===== config.mk =====
export PLATFORM = sky130hd
export DESIGN_NAME = ones_count_arbiter
export DESIGN_NICKNAME = d
export VERILOG_FILES = /design/src/rtl/ones_count_arbiter.sv
export SDC_FILE = /design/constraint.sdc
export NUM_CORES = 1
export LEC_CHECK = 0
export CORE_AREA = 3 3 49 51
export CTS_CLUSTER_SIZE = 14
export DETAILED_ROUTE_END_ITERATION = 10
export DIE_AREA = 0 0 52 54
export PLACE_DENSITY = 0.77
export SLEW_MARGIN = 20
export SYNTH_ARGS = -nofsm -noshare
export SYNTH_HDL_FRONTEND = slang
export SYNTH_SLANG_ARGS = --single-unit

===== constraint.sdc =====
create_clock -name clk -period 3.1 [get_ports clk]
set_input_delay 0.62 -clock clk [delete_from_list [all_inputs] [get_ports clk]]
set_output_delay 0.62 -clock clk [all_outputs]
set_load 0.05 [all_outputs]

===== src/rtl/ones_count_arbiter.sv =====
// Round-robin shared serial ones counter: grants one requester a fixed window,
// counts the 1s on its data line, then returns {id, count} over valid/ready.
module ones_count_arbiter #(
  parameter int N_REQ   = 4,
  parameter int WIN_LEN = 16,
  parameter int CNT_W   = 5,
  parameter int ID_W    = 2
) (
  input  logic             clk,
  input  logic             reset,
  input  logic [N_REQ-1:0] req,
  input  logic [N_REQ-1:0] data,
  output logic [N_REQ-1:0] gnt,
  output logic             busy,
  output logic             res_valid,
  input  logic             res_ready,
  output logic [CNT_W-1:0] res_count,
  output logic [ID_W-1:0]  res_id
);

  typedef enum logic [1:0] {
    IDLE   = 2'd0,
    COUNT  = 2'd1,
    REPORT = 2'd2
  } state_t;

  localparam logic [CNT_W-1:0] WIN_LAST  = CNT_W'(WIN_LEN - 1);
  localparam logic [ID_W:0]    NREQ_EXT  = (ID_W + 1)'(N_REQ);
  localparam logic [ID_W-1:0]  LAST_ID   = ID_W'(N_REQ - 1);

  state_t           state_q, state_d;
  logic [ID_W-1:0]  rr_ptr_q, rr_ptr_d;
  logic [ID_W-1:0]  id_q, id_d;
  logic [CNT_W-1:0] cnt_q, cnt_d;
  logic [CNT_W-1:0] win_q, win_d;

  // First set request scanning upward from ptr, wrapping at N_REQ.
  function automatic logic [ID_W-1:0] rr_pick(input logic [N_REQ-1:0] r,
                                              input logic [ID_W-1:0]  ptr);
    logic [ID_W-1:0] sel;
    logic            found;
    logic [ID_W:0]   cand;
    sel   = '0;
    found = 1'b0;
    for (int k = 0; k < N_REQ; k++) begin
      cand = {1'b0, ptr} + (ID_W + 1)'(k);
      if (cand >= NREQ_EXT) begin
        cand = cand - NREQ_EXT;
      end
      if (!found && r[cand[ID_W-1:0]]) begin
        sel   = cand[ID_W-1:0];
        found = 1'b1;
      end
    end
    return sel;
  endfunction

  function automatic logic [ID_W-1:0] next_id(input logic [ID_W-1:0] id);
    return (id == LAST_ID) ? '0 : id + 1'b1;
  endfunction

  always_ff @(posedge clk or negedge reset) begin
    if (!reset) begin
      state_q  <= IDLE;
      rr_ptr_q <= '0;
      id_q     <= '0;
      cnt_q    <= '0;
      win_q    <= '0;
    end else begin
      state_q  <= state_d;
      rr_ptr_q <= rr_ptr_d;
      id_q     <= id_d;
      cnt_q    <= cnt_d;
      win_q    <= win_d;
    end
  end

  always_comb begin
    state_d  = state_q;
    rr_ptr_d = rr_ptr_q;
    id_d     = id_q;
    cnt_d    = cnt_q;
    win_d    = win_q;
    unique case (state_q)
      IDLE: begin
        if (|req) begin
          id_d    = rr_pick(req, rr_ptr_q);
          cnt_d   = '0;
          win_d   = '0;
          state_d = COUNT;
        end
      end
      COUNT: begin
        // The last sample is taken on the same edge that leaves COUNT.
        cnt_d = cnt_q + {{(CNT_W-1){1'b0}}, data[id_q]};
        win_d = win_q + 1'b1;
        if (win_q == WIN_LAST) begin
          state_d = REPORT;
        end
      end
      REPORT: begin
        if (res_ready) begin
          rr_ptr_d = next_id(id_q);
          state_d  = IDLE;
        end
      end
      default: begin
        state_d = IDLE;
      end
    endcase
  end

  // Outputs decode straight from state so reset clears them without a clock.
  assign busy      = (state_q != IDLE);
  assign res_valid = (state_q == REPORT);
  assign gnt       = (state_q == COUNT) ? (N_REQ'(1) << id_q) : '0;
  assign res_count = res_valid ? cnt_q : '0;
  assign res_id    = res_valid ? id_q : '0;

endmodule

==> qor.txt, run 1 <==
status - completed
Clock Latency Late Sink - 0.29 ns
Clock Path Buffers - 2
Clock Skew - 0.00447 ns
Crit. End Element - primary output
Hold/Removal Path Class - flip-flop to flip-flop
vias per cell - 5.29
Syn Nets - 113
final wirelength - 1.93 mm
Unique masters post-synth - 28
sequential share of the synthesized area - 41.2%
die height - 54 um
Worst EP required - 2.48 ns
Synth-to-Final Area Change - 29.9%
most common cell after layout, fill and taps aside - clkdlybuf4s50_1
CTS tree - built
final core utilization - 63.6%
Final ANT Viol Nets - 0
commonest non-fill, non-tap cells in the layout - clkdlybuf4s50_1 (23), dfrtp_1 (16), and2_1 (9), a21oi_1 (8), ha_1 (8)
ranking of synthesized cells by area - dfrtp_1 (41%), ha_1 (10%), and2_1 (5.8%), a22o_1 (5.4%), a21oi_1 (4.1%)
setup tns final - 0 ns
Sink Count - 16
CTS buffer count - 3
global route overflow - 0
first-pass GRT wire length - 3.22 mm
Avg Synthesized Cell Area - 10.3 um2
Initial Utilization - 49.0%
Total Die Area - 0.00281 mm2
hold slack final - 0.522 ns
largest net degree at the start of global routing - 17
Post-DP HPWL - 1.55 mm
IO Count - 24
sw frac - 40.4%
Slew @ Worst Pin - 0.727 ns
number of buffers added for setup after CTS - 0
total power - 967 uW
startpoint class of the critical path - flip-flop
H-Tree Depth - 1
Peak VDD IR - 0.445 mV
DRT iter0 DRCs - 4
drt wl/cell - 13.2 um
post-CTS resize count - 0
critical path class - flip-flop to primary output
Synth top area share - 41.2%
period utilization - 86.0%
Switch Pwr - 391 uW
Slew Viols, Final - 0
Synth Register Bits - 16
Row Count - 16
clock transition at the registers of the reported paths - 0.09 ns
vias in the first global route - 800
Mapped Area - 971 um2
PD cells - 767 mW/mm2
proportion of layout cells with a drive suffix above 1 - 10.1%
relative slew slack - 51.4%
internal power - 576 uW
nets - 139
PortBufs - 23
Cells after Synth - 94
core area - 0.00198 mm2
Total GRT Usage - 15.5%
maximum clock rate - 375 MHz
LEAKAGE - 0.000550 uW
Reg power frac - 38.7%
clk root buf - clkbuf_4
residual DRC count - 0
Comb pwr share - 46.8%
drt pass-1 iters - 4
Die W - 52 um
Tmin final - 2.67 ns
clock power share - 14.5%
RSZ-0062 raised after global routing - false
Fin. Hold Viols - 0
Arr. time, crit path - 2.05 ns
total of max-cap violations - 0
CP max FO - 14
CTS Hold Bufs - 0
GPL Wtd Cong - 0.759
cell accounting for the most synthesized area - dfrtp_1
initial antenna violation count - 0
# diodes - 0
Via Count - 773
YS warnings - 0
# setup viols final - 0
# fillers - 164
-- routing by layer --
metal	global-route usage (%)	up-vias	part of all wire, %
met4	6.55	0	0
li1	-	381	-
met5	0	-	0
met2	29.9	13	53
met3	2.49	0	3.5
met1	16.4	379	43
-- critical path, stage by stage, from the launching register on --
cell and delay (ns):
dfrtp_1 0.43, and2b_2 0.37, and2_1 0.16, clkdlybuf4s50_1 0.80
-- synth_stat cells --
cell      number
dfrtp_1       16
mux2i_1        1
a22o_1         6
and2_1         9
mux4_2         1
inv_1          6
buf_2          2
o21ai_0        4
ha_1           8
o31ai_1        2
or2_4          1
or2_1          1
or2b_1         1
mux2_2         2
a21o_2         1
o21a_1         2
nand3_1        3
nand2_1        3
nor4_4         1
a21oi_1        8
nor2b_1        1
and2b_2        2
a311oi_1       1
o22ai_1        2
nor2_1         4
xnor2_1        3
and3_1         1
nand2b_1       2
-- power groups by stage --
| stage | combinational (uW) | sequential [uW] | clock [uW] |
|---|---|---|---|
| floorplan | 349 | 354 | 0 |
| CTS | 458 | 374 | 148 |
| finish | 453 | 374 | 140 |
| detailed placement | 456 | 379 | 0 |
| global route | 504 | 386 | 153 |
| global placement | 447 | 374 | 0 |
-- stage by stage --
| stage | cell area (um2) | worst slack, ns | std cells |
|---|---|---|---|
| floorplan | 971 | 0.849 | 94 |
| global placement | 1220 | 0.750 | 142 |
| detailed placement | 1220 | 0.723 | 142 |
| CTS | 1260 | 0.416 | 146 |
| global route | 1260 | 0.330 | 146 |
| finish | 1260 | 0.433 | 146 |
-- cell families after synthesis --
kind of cell / synth area share [%]
xor gates and xnor gates: 2.71
muxes: 5.67
and+or+nand+nor: 18.9
buffers and inverters: 3.35
adders and majority gates: 10.3
DFF: 41.2
AOI/OAI and AO/OA: 17.8
-- path summary, 6_finish.rpt --
check	from	depth (start not counted)	slack, ns	endpoint
max	state_q[1]$_DFFE_PN0P_	3	0.43	gnt[1]
min	win_q[0]$_DFFE_PN0P_	1	0.52	win_q[0]$_DFFE_PN0P_
max reg2reg	id_q[0]$_DFFE_PN0P_	6	1.23	cnt_q[4]$_DFFE_PN0P_
min reg2reg	win_q[0]$_DFFE_PN0P_	1	0.52	win_q[0]$_DFFE_PN0P_
max in group asynchronous	reset	1	1.89	cnt_q[2]$_DFFE_PN0P_
min in group asynchronous	reset	1	0.76	id_q[1]$_DFFE_PN0P_
-- sequential cells by signal (all words and copies together), names as in the netlist --
name,count
rr_ptr_q,2
win_q,5
id_q,2
cnt_q,5
state_q,2
-- area by class of cell --
cell class	count	area (um2)	area share, %
multi-input combinational	70	538	42.7
timing repair buffer	23	230	18.3
tap	27	33.8	2.68
inverter	6	22.5	1.79
sequential	16	400	31.7
clock buffer	4	36.3	2.88
No activity file was read; power rests on OpenSTA's default activity.
==> inputs of run 2 (changes only) <==
--- a/config.mk
+++ b/config.mk
@@ -5,11 +5,10 @@
 export SDC_FILE = /design/constraint.sdc
 export NUM_CORES = 1
 export LEC_CHECK = 0
-export CORE_AREA = 3 3 49 51
+export CORE_AREA = 3 3 60 62
 export CTS_CLUSTER_SIZE = 14
 export DETAILED_ROUTE_END_ITERATION = 10
-export DIE_AREA = 0 0 52 54
-export PLACE_DENSITY = 0.77
+export DIE_AREA = 0 0 63 65
 export SLEW_MARGIN = 20
 export SYNTH_ARGS = -nofsm -noshare
 export SYNTH_HDL_FRONTEND = slang
==> qor.txt, run 2 (synthesis results as in run 1) <==
Worst EP required - 2.48 ns
vias in the first global route - 826
sw frac - 40.9%
Final ANT Viol Nets - 0
Reg area - 400 um2
Synth-to-Final Area Change - 32.1%
Tmin final - 2.69 ns
GPL Wtd Cong - 0.721
Slew Viols, Final - 0
maximum clock rate - 371 MHz
Clock Path Buffers - 2
CTS tree - built
Reg power frac - 38.8%
ordered list of cells on the worst path - and2b_2 -> and2_1 -> clkdlybuf4s50_1
final wirelength - 2.07 mm
RSZ-0062 raised after global routing - false
most common cell after layout, fill and taps aside - clkdlybuf4s50_1
post-CTS resize count - 0
Clock Skew - 0.00188 ns
final core utilization - 41.7%
residual DRC count - 0
vias per cell - 4.72
first-pass GRT wire length - 3.77 mm
Sink Count - 16
proportion of layout cells with a drive suffix above 1 - 10.1%
Row Count - 20
status - completed
# setup viols final - 0
period utilization - 86.9%
nets - 139
commonest non-fill, non-tap cells in the layout - clkdlybuf4s50_1 (23), dfrtp_1 (16), and2_1 (9), a21oi_1 (8), ha_1 (8)
H-Tree Depth - 1
Largest delay share family, worst path - buffers and inverters
Total GRT Usage - 11.6%
Switch Pwr - 399 uW
clock transition at the registers of the reported paths - 0.10 ns
Crit. End Element - primary output
worst stage delay on the critical path - 0.80 ns
total power - 974 uW
CP max FO - 14
Clock Latency Late Sink - 0.28 ns
drt wl/cell - 12.7 um
# diodes - 0
LEAKAGE - 0.000550 uW
Slew @ Worst Pin - 0.719 ns
total of max-cap violations - 0
startpoint class of the critical path - flip-flop
largest net degree at the start of global routing - 17
Multi-input gate area - 538 um2
relative slew slack - 51.9%
core area - 0.00308 mm2
top flop regs - cnt_q (5), win_q (5)
clk root buf - clkbuf_4
critical path class - flip-flop to primary output
DRT iter0 DRCs - 26
Arr. time, crit path - 2.07 ns
PortBufs - 23
Post-Place Setup Slack - 0.724 ns
Hold/Removal Path Class - flip-flop to flip-flop
CTS Hold Bufs - 0
Total Die Area - 0.00410 mm2
Peak VDD IR - 0.387 mV
Via Count - 769
# fillers - 311
internal power - 576 uW
worst path bufs/invs - 1
Comb pwr share - 46.9%
CP max-delay cell - clkdlybuf4s50_1
CTS buffer count - 3
PnR worst setup slack - 0.407 ns
setup tns final - 0 ns
IO Count - 24
Initial Utilization - 31.5%
clock power share - 14.2%
Die W - 63 um
drt pass-1 iters - 4
die height - 65 um
number of buffers added for setup after CTS - 0
PD cells - 760 mW/mm2
initial antenna violation count - 0
Fin. Hold Viols - 0
Post-DP HPWL - 1.61 mm
global route overflow - 0
## run 2: worst register-to-register path: stages (launching register included)
cell	delay, ns
dfrtp_1	0.50
mux4_2	0.54
ha_1	0.21
ha_1	0.21
nand3_1	0.10
xnor2_1	0.07
a22o_1	0.17
## run 2: routing by layer
layer  wire (um)  vias to the layer above  global-route usage [%]
met5           0                        -                       0
met4           0                        0                   0.826
met3         129                        0                    4.51
met2        1030                       21                    20.4
met1         918                      365                    13.9
li1            -                      383                       -
## run 2: metrics by stage
| step | hold slack, ns | instances | area, um2 |
|---|---|---|---|
| 2_1_floorplan | 0.324 | 94 | 971 |
| 3_3_place_gp | 0.505 | 159 | 1250 |
| 3_5_place_dp | 0.508 | 159 | 1250 |
| 4_1_cts | 0.521 | 163 | 1280 |
| 5_1_grt | 0.555 | 163 | 1280 |
| 6_report | 0.522 | 163 | 1280 |
## run 2: area by class of cell
cell class / instances / area share [%]
timing repair buffer: 23 / 18.0
multi-input combinational: 70 / 42.0
sequential: 16 / 31.2
tap: 44 / 4.29
inverter: 6 / 1.76
clock buffer: 4 / 2.83
## run 2: power groups by stage
stage               clock, uW  sequential [uW]  combinational, uW
global route              153              392                512
finish                    139              378                457
global placement            0              379                451
floorplan                   0              354                349
detailed placement          0              382                460
CTS                       145              378                465
## run 2: final timing paths
check	startpoint	endpoint	slack (ns)	depth (start not counted)
min	win_q[0]$_DFFE_PN0P_	win_q[0]$_DFFE_PN0P_	0.52	1
max	state_q[1]$_DFFE_PN0P_	gnt[3]	0.41	3
min reg2reg	win_q[0]$_DFFE_PN0P_	win_q[0]$_DFFE_PN0P_	0.52	1
min in group asynchronous	reset	win_q[1]$_DFFE_PN0P_	0.76	1
max in group asynchronous	reset	rr_ptr_q[1]$_DFFE_PN0P_	1.89	1
max reg2reg	id_q[0]$_DFFE_PN0P_	cnt_q[4]$_DFFE_PN0P_	1.20	6
==> inputs of run 3 (changes only) <==
--- a/config.mk
+++ b/config.mk
@@ -6,6 +6,7 @@
 export NUM_CORES = 1
 export LEC_CHECK = 0
 export CORE_AREA = 3 3 60 62
+export CTS_BUF_LIST = sky130_fd_sc_hd__clkbuf_8
 export CTS_CLUSTER_SIZE = 14
 export DETAILED_ROUTE_END_ITERATION = 10
 export DIE_AREA = 0 0 63 65
==> qor.txt, run 3 (synthesis results as in run 1) <==
status - completed
critical path class - flip-flop to primary output
clock transition at the registers of the reported paths - 0.06 ns
Arr. time, crit path - 2.03 ns
clk root buf - clkbuf_8
RSZ-0062 raised after global routing - false
# setup viols final - 0
number of buffers added for setup after CTS - 0
Clock Latency Late Sink - 0.25 ns
first-pass GRT wire length - 3.80 mm
largest net degree at the start of global routing - 17
IO Count - 24
Clock Path Buffers - 2
worst stage delay on the critical path - 0.80 ns
Post-DP HPWL - 1.61 mm
ordered list of cells on the worst path - and2b_2 -> and2_1 -> clkdlybuf4s50_1
drt pass-1 iters - 4
global route overflow - 0
final core utilization - 42.3%
Row Count - 20
most common cell after layout, fill and taps aside - clkdlybuf4s50_1
Via Count - 775
vias per cell - 4.75
period utilization - 85.4%
proportion of layout cells with a drive suffix above 1 - 10.1%
R2R cell count - 6
post-CTS resize count - 0
Total Die Area - 0.00410 mm2
vias in the first global route - 824
top flop regs - cnt_q (5), win_q (5)
worst path bufs/invs - 1
CTS tree - built
PnR worst setup slack - 0.451 ns
Peak VDD IR - 0.389 mV
final wirelength - 2.09 mm
Initial Utilization - 31.5%
Final ANT Viol Nets - 0
CTS Hold Bufs - 0
initial antenna violation count - 0
setup tns final - 0 ns
Slew @ Worst Pin - 0.728 ns
hold slack final - 0.517 ns
Fin. Hold Viols - 0
CTS buffer count - 3
Die W - 63 um
maximum clock rate - 378 MHz
Largest delay share family, worst path - buffers and inverters
drt wl/cell - 12.8 um
Slew Viols, Final - 0
PortBufs - 23
WP depth - 3
Sink Count - 16
relative slew slack - 51.3%
total of max-cap violations - 0
dpl cells - 159
nets - 139
non-filler cells, final - 163
# diodes - 0
Crit. End Element - primary output
Post-Place Setup Slack - 0.724 ns
DRT iter0 DRCs - 17
CP max FO - 14
H-Tree Depth - 1
LEAKAGE - 0.000558 uW
GPL Wtd Cong - 0.721
core area - 0.00308 mm2
commonest non-fill, non-tap cells in the layout - clkdlybuf4s50_1 (23), dfrtp_1 (16), and2_1 (9), a21oi_1 (8), ha_1 (8)
# fillers - 308
Total GRT Usage - 11.7%
die height - 65 um
CP max-delay cell - clkdlybuf4s50_1
Synth-to-Final Area Change - 34.0%
Worst EP required - 2.48 ns
residual DRC count - 0
Clock Skew - 0.000472 ns
hold path depth - 1
Hold/Removal Path Class - flip-flop to flip-flop
startpoint class of the critical path - flip-flop
Tmin final - 2.65 ns
PD cells - 785 mW/mm2
-- run 3: power by group --
group,internal [uW],switching [uW]
combinational,214,244
clock,113,71.1
sequential,291,88.7
-- run 3: area by class of cell --
cell class | instances | area (um2) | share of cell area (%)
tap | 44 | 55.1 | 4.23
sequential | 16 | 400 | 30.8
inverter | 6 | 22.5 | 1.73
timing repair buffer | 23 | 230 | 17.7
clock buffer | 4 | 55.1 | 4.23
multi-input combinational | 70 | 538 | 41.3
-- run 3: path summary, 6_finish.rpt --
path	startpoint	endpoint	slack (ns)
min in group asynchronous	reset	win_q[1]$_DFFE_PN0P_	0.81
worst min register to register	win_q[0]$_DFFE_PN0P_	win_q[0]$_DFFE_PN0P_	0.52
worst max register to register	id_q[0]$_DFFE_PN0P_	cnt_q[4]$_DFFE_PN0P_	1.20
worst min-delay path	win_q[0]$_DFFE_PN0P_	win_q[0]$_DFFE_PN0P_	0.52
max in group asynchronous	reset	rr_ptr_q[1]$_DFFE_PN0P_	1.84
worst max-delay path	state_q[1]$_DFFE_PN0P_	gnt[3]	0.45
-- run 3: per-stage QoR --
step	power, uW	instance area [um2]
after floorplan	703	971
after global placement	830	1250
after detailed placement	842	1250
after CTS	1030	1300
after global routing	1110	1300
final	1020	1300
-- run 3: routing by layer --
layer / up-vias / global-route usage (%) / wire (um)
li1: 382 / - / -
met1: 370 / 13.9 / 922
met2: 23 / 20.6 / 1030
met3: 0 / 4.51 / 136
met4: 0 / 1.65 / 0
met5: - / 0 / 0
